==> src/rtl/host_if_arbiter.sv <==
// host_if_arbiter: N-channel arbiter in front of the single interface_* bus.
// Each channel has a one-deep pending slot; one access is granted at a time
// and at most one read is outstanding. Read responses (or timeout errors)
// are routed back only to the channel that issued the read.
module host_if_arbiter #(
  parameter int NUM_CH     = 2,
  parameter int DW         = 16,
  parameter int AW         = 22,
  parameter int RR_EN      = 1,
  parameter int TO_W       = 8,
  parameter int RD_TIMEOUT = 255
) (
  input  logic                 clk,
  input  logic                 rst,
  input  logic [NUM_CH*AW-1:0] ch_addr,
  input  logic [NUM_CH-1:0]    ch_wen,
  input  logic [NUM_CH*DW-1:0] ch_wdata,
  input  logic [NUM_CH-1:0]    ch_ren,
  output logic [NUM_CH*DW-1:0] ch_rdata,
  output logic [NUM_CH-1:0]    ch_rvalid,
  output logic [NUM_CH-1:0]    ch_rerr,
  output logic [NUM_CH-1:0]    ch_wdone,
  output logic [NUM_CH-1:0]    ovf_flag,
  input  logic                 ovf_clr,
  output logic [AW-1:0]        interface_addr,
  output logic                 interface_wen,
  output logic [DW-1:0]        interface_wdata,
  output logic                 interface_ren,
  input  logic [DW-1:0]        interface_rdata,
  input  logic                 interface_rvalid,
  output logic                 stray_rvalid
);

  localparam int CW = (NUM_CH > 1) ? $clog2(NUM_CH) : 1;

  typedef enum logic [1:0] {IDLE, ISSUE, WAIT_RD, RESP} state_t;

  state_t              state_q, state_d;
  logic [TO_W-1:0]     cnt_q, cnt_d;
  logic [CW-1:0]       last_grant_q;
  logic [CW-1:0]       owner_q;

  // Pending slots
  logic [NUM_CH-1:0]   slot_valid_q;
  logic [NUM_CH-1:0]   slot_wr_q;
  logic [AW-1:0]       slot_addr_q  [NUM_CH];
  logic [DW-1:0]       slot_wdata_q [NUM_CH];
  logic [NUM_CH-1:0]   ovf_q;

  // Bus-side registers
  logic [AW-1:0]       iaddr_q;
  logic [DW-1:0]       iwdata_q;
  logic                iwen_q;
  logic                iren_q;
  logic                rv_in_q;
  logic [DW-1:0]       rd_in_q;
  logic                stray_q;

  // Channel-side response registers
  logic [NUM_CH*DW-1:0] rdata_q;
  logic [NUM_CH-1:0]    rvalid_q;
  logic [NUM_CH-1:0]    rerr_q;
  logic [NUM_CH-1:0]    wdone_q;

  // Arbitration helpers
  logic [NUM_CH-1:0]   pulse;
  logic [NUM_CH-1:0]   above_mask;
  logic [NUM_CH-1:0]   grant_vec;
  logic [NUM_CH-1:0]   req_sel;
  logic [CW-1:0]       win_idx;
  logic                win_found;
  logic                grant_en;

  for (genvar gi = 0; gi < NUM_CH; gi++) begin : g_ch
    assign pulse[gi]      = ch_wen[gi] | ch_ren[gi];
    // Channels after the last grant are searched first in round-robin mode.
    assign above_mask[gi] = (last_grant_q < CW'(gi));
    assign grant_vec[gi]  = grant_en && (win_idx == CW'(gi));
  end

  assign win_found = |slot_valid_q;

  // Winner selection: lowest index among the preferred request set
  always_comb begin
    req_sel = slot_valid_q;
    if ((RR_EN != 0) && ((slot_valid_q & above_mask) != '0)) begin
      req_sel = slot_valid_q & above_mask;
    end
    win_idx = '0;
    for (int k = NUM_CH - 1; k >= 0; k--) begin
      if (req_sel[k]) begin
        win_idx = CW'(k);
      end
    end
  end

  // Next-state logic for the access sequencer
  always_comb begin
    state_d  = state_q;
    cnt_d    = cnt_q;
    grant_en = 1'b0;
    unique case (state_q)
      IDLE: begin
        if (win_found) begin
          grant_en = 1'b1;
          state_d  = ISSUE;
        end
      end
      ISSUE: begin
        if (iren_q) begin
          state_d = WAIT_RD;
          cnt_d   = '0;
        end else begin
          state_d = IDLE;
        end
      end
      WAIT_RD: begin
        if (rv_in_q) begin
          state_d = RESP;
        end else begin
          cnt_d = cnt_q + TO_W'(1);
          if (cnt_d == TO_W'(RD_TIMEOUT)) begin
            state_d = RESP;
          end
        end
      end
      RESP: begin
        state_d = IDLE;
      end
      default: begin
        state_d = IDLE;
      end
    endcase
  end

  // State and timeout counter registers
  always_ff @(posedge clk) begin
    if (rst) begin
      state_q <= IDLE;
      cnt_q   <= '0;
    end else begin
      state_q <= state_d;
      cnt_q   <= cnt_d;
    end
  end

  // Slot occupancy and sticky overflow flags; a pulse on a granted slot refills it
  always_ff @(posedge clk) begin
    if (rst) begin
      slot_valid_q <= '0;
      slot_wr_q    <= '0;
      ovf_q        <= '0;
    end else begin
      for (int i = 0; i < NUM_CH; i++) begin
        if (pulse[i] && (!slot_valid_q[i] || grant_vec[i])) begin
          slot_valid_q[i] <= 1'b1;
          slot_wr_q[i]    <= ch_wen[i];
        end else if (grant_vec[i]) begin
          slot_valid_q[i] <= 1'b0;
        end
        if (ovf_clr) begin
          ovf_q[i] <= 1'b0;
        end else if (pulse[i] && slot_valid_q[i] && !grant_vec[i]) begin
          ovf_q[i] <= 1'b1;
        end
      end
    end
  end

  // Slot payload storage; only meaningful while the slot is valid
  always_ff @(posedge clk) begin
    for (int i = 0; i < NUM_CH; i++) begin
      if (pulse[i] && (!slot_valid_q[i] || grant_vec[i])) begin
        slot_addr_q[i] <= ch_addr[i*AW +: AW];
        if (ch_wen[i]) begin
          slot_wdata_q[i] <= ch_wdata[i*DW +: DW];
        end
      end
    end
  end

  // Bus strobes, write completion and routed read responses
  always_ff @(posedge clk) begin
    if (rst) begin
      iaddr_q      <= '0;
      iwdata_q     <= '0;
      iwen_q       <= 1'b0;
      iren_q       <= 1'b0;
      wdone_q      <= '0;
      rvalid_q     <= '0;
      rerr_q       <= '0;
      rdata_q      <= '0;
      owner_q      <= '0;
      last_grant_q <= CW'(NUM_CH - 1);
    end else begin
      iwen_q   <= 1'b0;
      iren_q   <= 1'b0;
      wdone_q  <= '0;
      rvalid_q <= '0;
      rerr_q   <= '0;
      if (grant_en) begin
        iaddr_q          <= slot_addr_q[win_idx];
        iwen_q           <= slot_wr_q[win_idx];
        iren_q           <= !slot_wr_q[win_idx];
        wdone_q[win_idx] <= slot_wr_q[win_idx];
        owner_q          <= win_idx;
        last_grant_q     <= win_idx;
        if (slot_wr_q[win_idx]) begin
          iwdata_q <= slot_wdata_q[win_idx];
        end
      end
      if ((state_q == WAIT_RD) && (state_d == RESP)) begin
        rvalid_q[owner_q]                 <= 1'b1;
        rerr_q[owner_q]                   <= !rv_in_q;
        rdata_q[int'(owner_q)*DW +: DW]   <= rv_in_q ? rd_in_q : '0;
      end
    end
  end

  // Bus read return is registered first; returns outside WAIT_RD are flagged
  always_ff @(posedge clk) begin
    if (rst) begin
      rv_in_q <= 1'b0;
      rd_in_q <= '0;
      stray_q <= 1'b0;
    end else begin
      rv_in_q <= interface_rvalid && (state_q == WAIT_RD);
      rd_in_q <= interface_rdata;
      if (ovf_clr) begin
        stray_q <= 1'b0;
      end else if (interface_rvalid && (state_q != WAIT_RD)) begin
        stray_q <= 1'b1;
      end
    end
  end

  assign interface_addr  = iaddr_q;
  assign interface_wdata = iwdata_q;
  assign interface_wen   = iwen_q;
  assign interface_ren   = iren_q;
  assign ch_rdata        = rdata_q;
  assign ch_rvalid       = rvalid_q;
  assign ch_rerr         = rerr_q;
  assign ch_wdone        = wdone_q;
  assign ovf_flag        = ovf_q;
  assign stray_rvalid    = stray_q;

endmodule

==> config.mk <==
export PLATFORM = sky130hd
export DESIGN_NAME = host_if_arbiter
export DESIGN_NICKNAME = d
export VERILOG_FILES = /design/src/rtl/host_if_arbiter.sv
export SDC_FILE = /design/constraint.sdc
export NUM_CORES = 1
export LEC_CHECK = 0
export CAP_MARGIN = 20
export CELL_PAD_IN_SITES_DETAIL_PLACEMENT = 1
export CELL_PAD_IN_SITES_GLOBAL_PLACEMENT = 1
export CORE_UTILIZATION = 25
export CTS_CLUSTER_SIZE = 30
export DETAILED_ROUTE_END_ITERATION = 10
export PLACE_DENSITY_LB_ADDON = 0.1
export SYNTH_ARGS = -nofsm -noshare
export SYNTH_HDL_FRONTEND = slang
export SYNTH_SLANG_ARGS = --single-unit
==> constraint.sdc <==
create_clock -name clk -period 3 [get_ports clk]
set_input_delay 0.45 -clock clk [delete_from_list [all_inputs] [get_ports clk]]
set_output_delay 0.45 -clock clk [all_outputs]
set_load 0.05 [all_outputs]
---- After elaboration in Yosys (flattened, before gate mapping) ----
Memory sizes are Yosys's and may differ from the RTL's. A register that Yosys moved wholly into a read port is not among the register bits.
Index checks and enable logic that the tools add are counted.
W data, S select, Z words.
storage, ports and cells
  input port bits ......................... 100
  output and inout port bits .............. 81
  memories kept ........................... 2
  RAM bits ................................ 76
  word-level logic and storage cells ...... 114
  bits in registers ....................... 76
memories
  memory        depth  width  read ports  clocked after memory_dff  wr ports  RTL line  source
  slot_addr_q   2      22     1           1                         2         46        logic [AW-1:0] slot_addr_q [NUM_CH];
  slot_wdata_q  2      16     1           1                         2         47        logic [DW-1:0] slot_wdata_q [NUM_CH];
cells by class
  eq/ne operators ......................... 8
  shift-type cells ........................ 2
  order comparisons ....................... 6
  add/subtract/negate cells ............... 2
  mux-type cells .......................... 35
  bitwise logic cells ..................... 8
  reductions and logical operators ........ 32
operators with widths
  operator                    count
  $neg A5 Y33                 1
  $shift A16 B33 Y32 const A  1
  $shiftx A16 B33 Y32         1
  $bwmux W32                  1
  $mux W1                     22
  $mux W16                    1
  $mux W8                     2
  $pmux W8 S2                 1
  $logic_and A1 B1 Y1         13
  $mux W2                     5
  $add A8 B1 Y8 const B       1
  $eq A8 B8 Y1 const B        1
  $pmux W2 S4                 1
  $reduce_bool A2 Y1          4
  $reduce_or A2 Y1            4
  $and A2 B2 Y2               3
  $eq A2 B2 Y1 const B        3
  $logic_not A1 Y1            6
  $ne A2 B2 Y1 const B        3
  $lt A1 B2 Y1 const B        2
  $not A1 Y1                  3
  $reduce_and A3 Y1           1
  $demux W1 S1                2
  $eq A2 B1 Y1 const B        1
  6 further kinds             10

---- Depth between registers and ports, before layout ----
  depth in word-level cells ............... 12
  depth in mapped cells ................... 9
  gate-level depth less buffers ........... 7

---- Worst setup path after synthesis ----
OpenSTA, ideal clock, no wires.
  path kind ............................... reg-to-reg
  from .................................... reg slot_valid_q[1]
  to ...................................... mem slot_addr_q[1][0], enable pin
  path buffers ............................ 1
  data arrival time ....................... 1.732 ns
  stages on the path, launching flop included .. 5
  setup time .............................. 0.380 ns
  period minus slack after synthesis ...... 2.112 ns
  setup slack ............................. 0.888 ns
  required time ........................... 2.620 ns
  path through ............................ dfxtp_1 -> a21bo_2 -> buf_2 -> o31ai_1 -> o21a_1
RTL lines
  item                               RTL line  source
  from (decl)                        44        logic [NUM_CH-1:0] slot_valid_q;
  from (signal assigned)             150       slot_valid_q <= '0;
  from (signal, indexed assignment)  156       slot_valid_q[i] <= 1'b1;
  from (signal, indexed assignment)  159       slot_valid_q[i] <= 1'b0;
  to (decl)                          46

---- Final worst setup path ----
  from .................................... reg cnt_q[0]
  to ...................................... reg rdata_q[30], in the netlist ch_rdata[30]
on the way
  longest elaborated chain between the ends .. 7
ends and longest elaborated chain
  item                             RTL line  source
  from (decl)                      39        logic [TO_W-1:0] cnt_q, cnt_d;
  from (signal assigned)           143       cnt_q <= cnt_d;
  $add A8 B1 Y8                    121       cnt_d = cnt_q + TO_W'(1);
  $eq A8 B8 Y1                     122       if (cnt_d == TO_W'(RD_TIMEOUT)) begin
  $mux W2                          122
  $mux W2                          118       if (rv_in_q) begin
  $pmux W2 S4                      102       unique case (state_q)
  $eq A2 B2 Y1                     212       if ((state_q == WAIT_RD) && (state_d == RESP)) begin
  $logic_and A1 B1 Y1              212
  to (signal, indexed assignment)  215       rdata_q[int'(owner_q)*DW +: DW] <= rv_in_q ? rd_in_q : '0;
  to (decl)                        60        logic [NUM_CH*DW-1:0] rdata_q;
No other way between the ends.
A chain may end at the register's enable or synchronous reset.

==> flow_metrics.env <==
export IMPL_outcome="finished with violations"
export IMPL_violations="design-rule violations"
export IMPL_routed_wl_mm=18.7
export IMPL_start_kind="flip-flop"
export IMPL_totalPowerFinal_mw=5.96
export IMPL_holdPathEnd="interface_addr[18]"
export IMPL_grt_antenna_before_repair=0
export IMPL_pre_cts_ws_ps=574
export IMPL_hold_buffers=0
export IMPL_io_buffers=180
export IMPL_leakagePower_nw=3.15
export IMPL_drtIter0Drc=334
export IMPL_ys_ff_latch=190
export IMPL_num_fill_cells=2869
export IMPL_cts_setup_buffers=0
export IMPL_syn_area_um2=6690
export IMPL_worst_slack_ps=591
export IMPL_reg2regPathDepth=7
export IMPL_grt_pass1_vias=5321
export IMPL_synth_fp_nets=651
export IMPL_synth_cell_types=46
export IMPL_htree_num_levels=4
export IMPL_fin_crit_sh_pct=80.3
export IMPL_cts_max_path_buffers=2
export IMPL_multi_input_area_um2=1920
export IMPL_area_delta_synth_final_pct=40.4
export IMPL_most_common_layout_cells="179 x clkdlybuf4s50_1, 113 x dfxtp_1, 76 x edfxtp_1"
export IMPL_required_ps=3290
export IMPL_crit_path_end_kind="flip-flop"
export IMPL_ant_nets=0
export IMPL_tritoncts="built"
export IMPL_ys_async_sr_fraction_pct=0
export IMPL_seq_area_um2=4570
export IMPL_vias=5075
export IMPL_cts_sinks=190
export IMPL_regToRegSetupSlack_ps=590
export IMPL_routabilityCongestion=0.697
export IMPL_cts_buffers=17
export IMPL_p_int_mw=4.35
export IMPL_critical_path_class="flip-flop to flip-flop"
export IMPL_fin_skew_ps=21.7
export IMPL_synth_edff_count=76
export IMPL_grt_overflow_total=0
export IMPL_timing_setup_tns_ps=0
export IMPL_start_util_pct=25.6
export IMPL_die_h_um=166
export IMPL_nets=820
export IMPL_seq_area_frac_synth_pct=68.3
export IMPL_die_width_um=166
export IMPL_synthCells=549
export IMPL_grt_pass1_wl_mm=29.2
export IMPL_io_pins=181
export IMPL_crit_reg2reg_capture="ch_rdata[30]"
export IMPL_path_clk_slew_ps=80
export IMPL_grt_max_degree=56
export IMPL_core_area_um2=26100
export IMPL_hold_viol=0
export IMPL_min_path_cells=2
export IMPL_rr_startpoint="cnt_q[0]"
export IMPL_drc=18
export IMPL_fmax_mhz=415
export IMPL_seqPwrFrac_pct=49.4
export IMPL_drv_slew=0
export IMPL_p_switching_mw=1.61
export IMPL_viasPerCell=4.76
export IMPL_yosys_warnings=0
export IMPL_rows=59
export IMPL_crit_fanout=32
export IMPL_final_common_cell="clkdlybuf4s50_1"
export IMPL_rsz0062_at_grt="false"
export IMPL_root_buffer="clkbuf_16"
export IMPL_antennaDiodeCount=0
export IMPL_setup_violations_final=0
export IMPL_power_density_nw_per_um2=634
export IMPL_hpwl_mm=12.4
export IMPL_ys_flop_type="dfxtp_1"
export IMPL_avgSynthCellArea_um2=12.2
export IMPL_grt_usage_pct=14.0
export IMPL_slew_headroom_pct=34.8
export IMPL_max_cap_violations=0
export IMPL_die_area_um2=27400
export IMPL_dr_pass1_iters=8
export IMPL_tightestPinTransition_ps=978
export IMPL_hold_slack_ps=468
export IMPL_min_period_ps=2410
export IMPL_drive_above_1_share_pct=8.48
export IMPL_wire_per_inst_um=17.6
export IMPL_clockPowerShare_pct=37.7
export IMPL_worstSkewPairLatency_ps=440
export IMPL_power_frac_comb_pct=12.9
export IMPL_hp_start="rst"
export IMPL_vdd_drop_max_mv=0.338
export IMPL_worst_ep_arrival_time_ps=2690
export IMPL_ctsResizeCount=0
export IMPL_switching_share_pct=27.0
export IMPL_hold_class="input port to flip-flop"
## how the worst max path moves through the flow
stage                              to            start  slack, ps  cells after the start
CTS                      ch_rdata[30]         cnt_q[0]        580                      7
finish                   ch_rdata[30]         cnt_q[0]        590                      7
detailed placement       ch_rdata[30]         cnt_q[0]        570                      7
global placement          ch_rdata[2]         cnt_q[0]        700                      7
global route             ch_rdata[21]         cnt_q[0]        430                      7
floorplan           slot_addr_q[1][0]  slot_valid_q[1]        890                      4
## kinds of logic after synthesis
family	Yosys count	synth area share [%]
flops	190	68.3
compound gates	140	16.3
buf+inv	45	3.33
fa+ha+maj	2	0.374
simple gates	172	11.7
## critical path, stage by stage (launching register included)
cell and delay [ps]:
dfxtp_1 360, ha_1 240, and3_2 250, or2_0 220
a222oi_1 510, or2_1 170, buf_4 340, a311oi_1 170
## synthesized netlist by cell type, types with 3 or more instances
| cell | n | area [um^2] |
|---|---|---|
| a21oi_1 | 14 | 70.1 |
| a222oi_1 | 23 | 230 |
| a311oi_1 | 50 | 438 |
| a31oi_1 | 32 | 200 |
| and2_1 | 3 | 18.8 |
| and2b_2 | 3 | 26.3 |
| buf_2 | 5 | 25.0 |
| clkbuf_1 | 31 | 116 |
| dfxtp_1 | 114 | 2280 |
| edfxtp_1 | 76 | 2280 |
| nand2_1 | 60 | 225 |
| nand2b_1 | 3 | 18.8 |
| nor2_1 | 60 | 225 |
| nor2b_1 | 16 | 100 |
| nor3_1 | 9 | 45.0 |
| o21a_1 | 4 | 30.0 |
| o21ai_0 | 7 | 35.0 |
## routing by layer
metal	global-route usage, %	wire length (um)	vias up
met1	17.9	8460	2520
met3	3.72	896	13
met2	22.8	9160	123
met5	0	0	-
met4	4.17	206	0
li1	-	-	2419
## area by class of cell
type                            instances  area share (%)
Clock buffer                           19            4.61
Clock inverter                         13            1.59
Inverter                                2          0.0799
Multi-Input combinational cell        314            20.5
Sequential cell                       190            48.6
Tap cell                              335            4.46
Timing Repair Buffer                  193            20.2
## state kept, by name, summed over array words and instances, names as in the netlist, 8 cells and up
name             count
rd_in_q             16
ch_rdata            32
cnt_q                8
slot_wdata_q        32
interface_wdata     16
slot_addr_q         44
interface_addr      22
## power by group through the flow
stage	Sequential [mW]	Combinational, mW	Clock, mW
CTS	2.94	0.784	2.32
global placement	3.00	0.774	0
global route	2.96	0.826	2.42
detailed placement	3.00	0.781	0
finish	2.94	0.767	2.25
floorplan	3.17	0.245	0
## stage by stage
stage	cell area [um^2]	util, %	instances
CTS	9390	35.9	1066
floorplan	6690	-	549
finish	9390	35.9	1066
global route	9390	35.9	1066
detailed placement	8810	33.7	1034
global placement	8810	33.7	1034
Note: power is estimated with default switching activity, not from simulation.
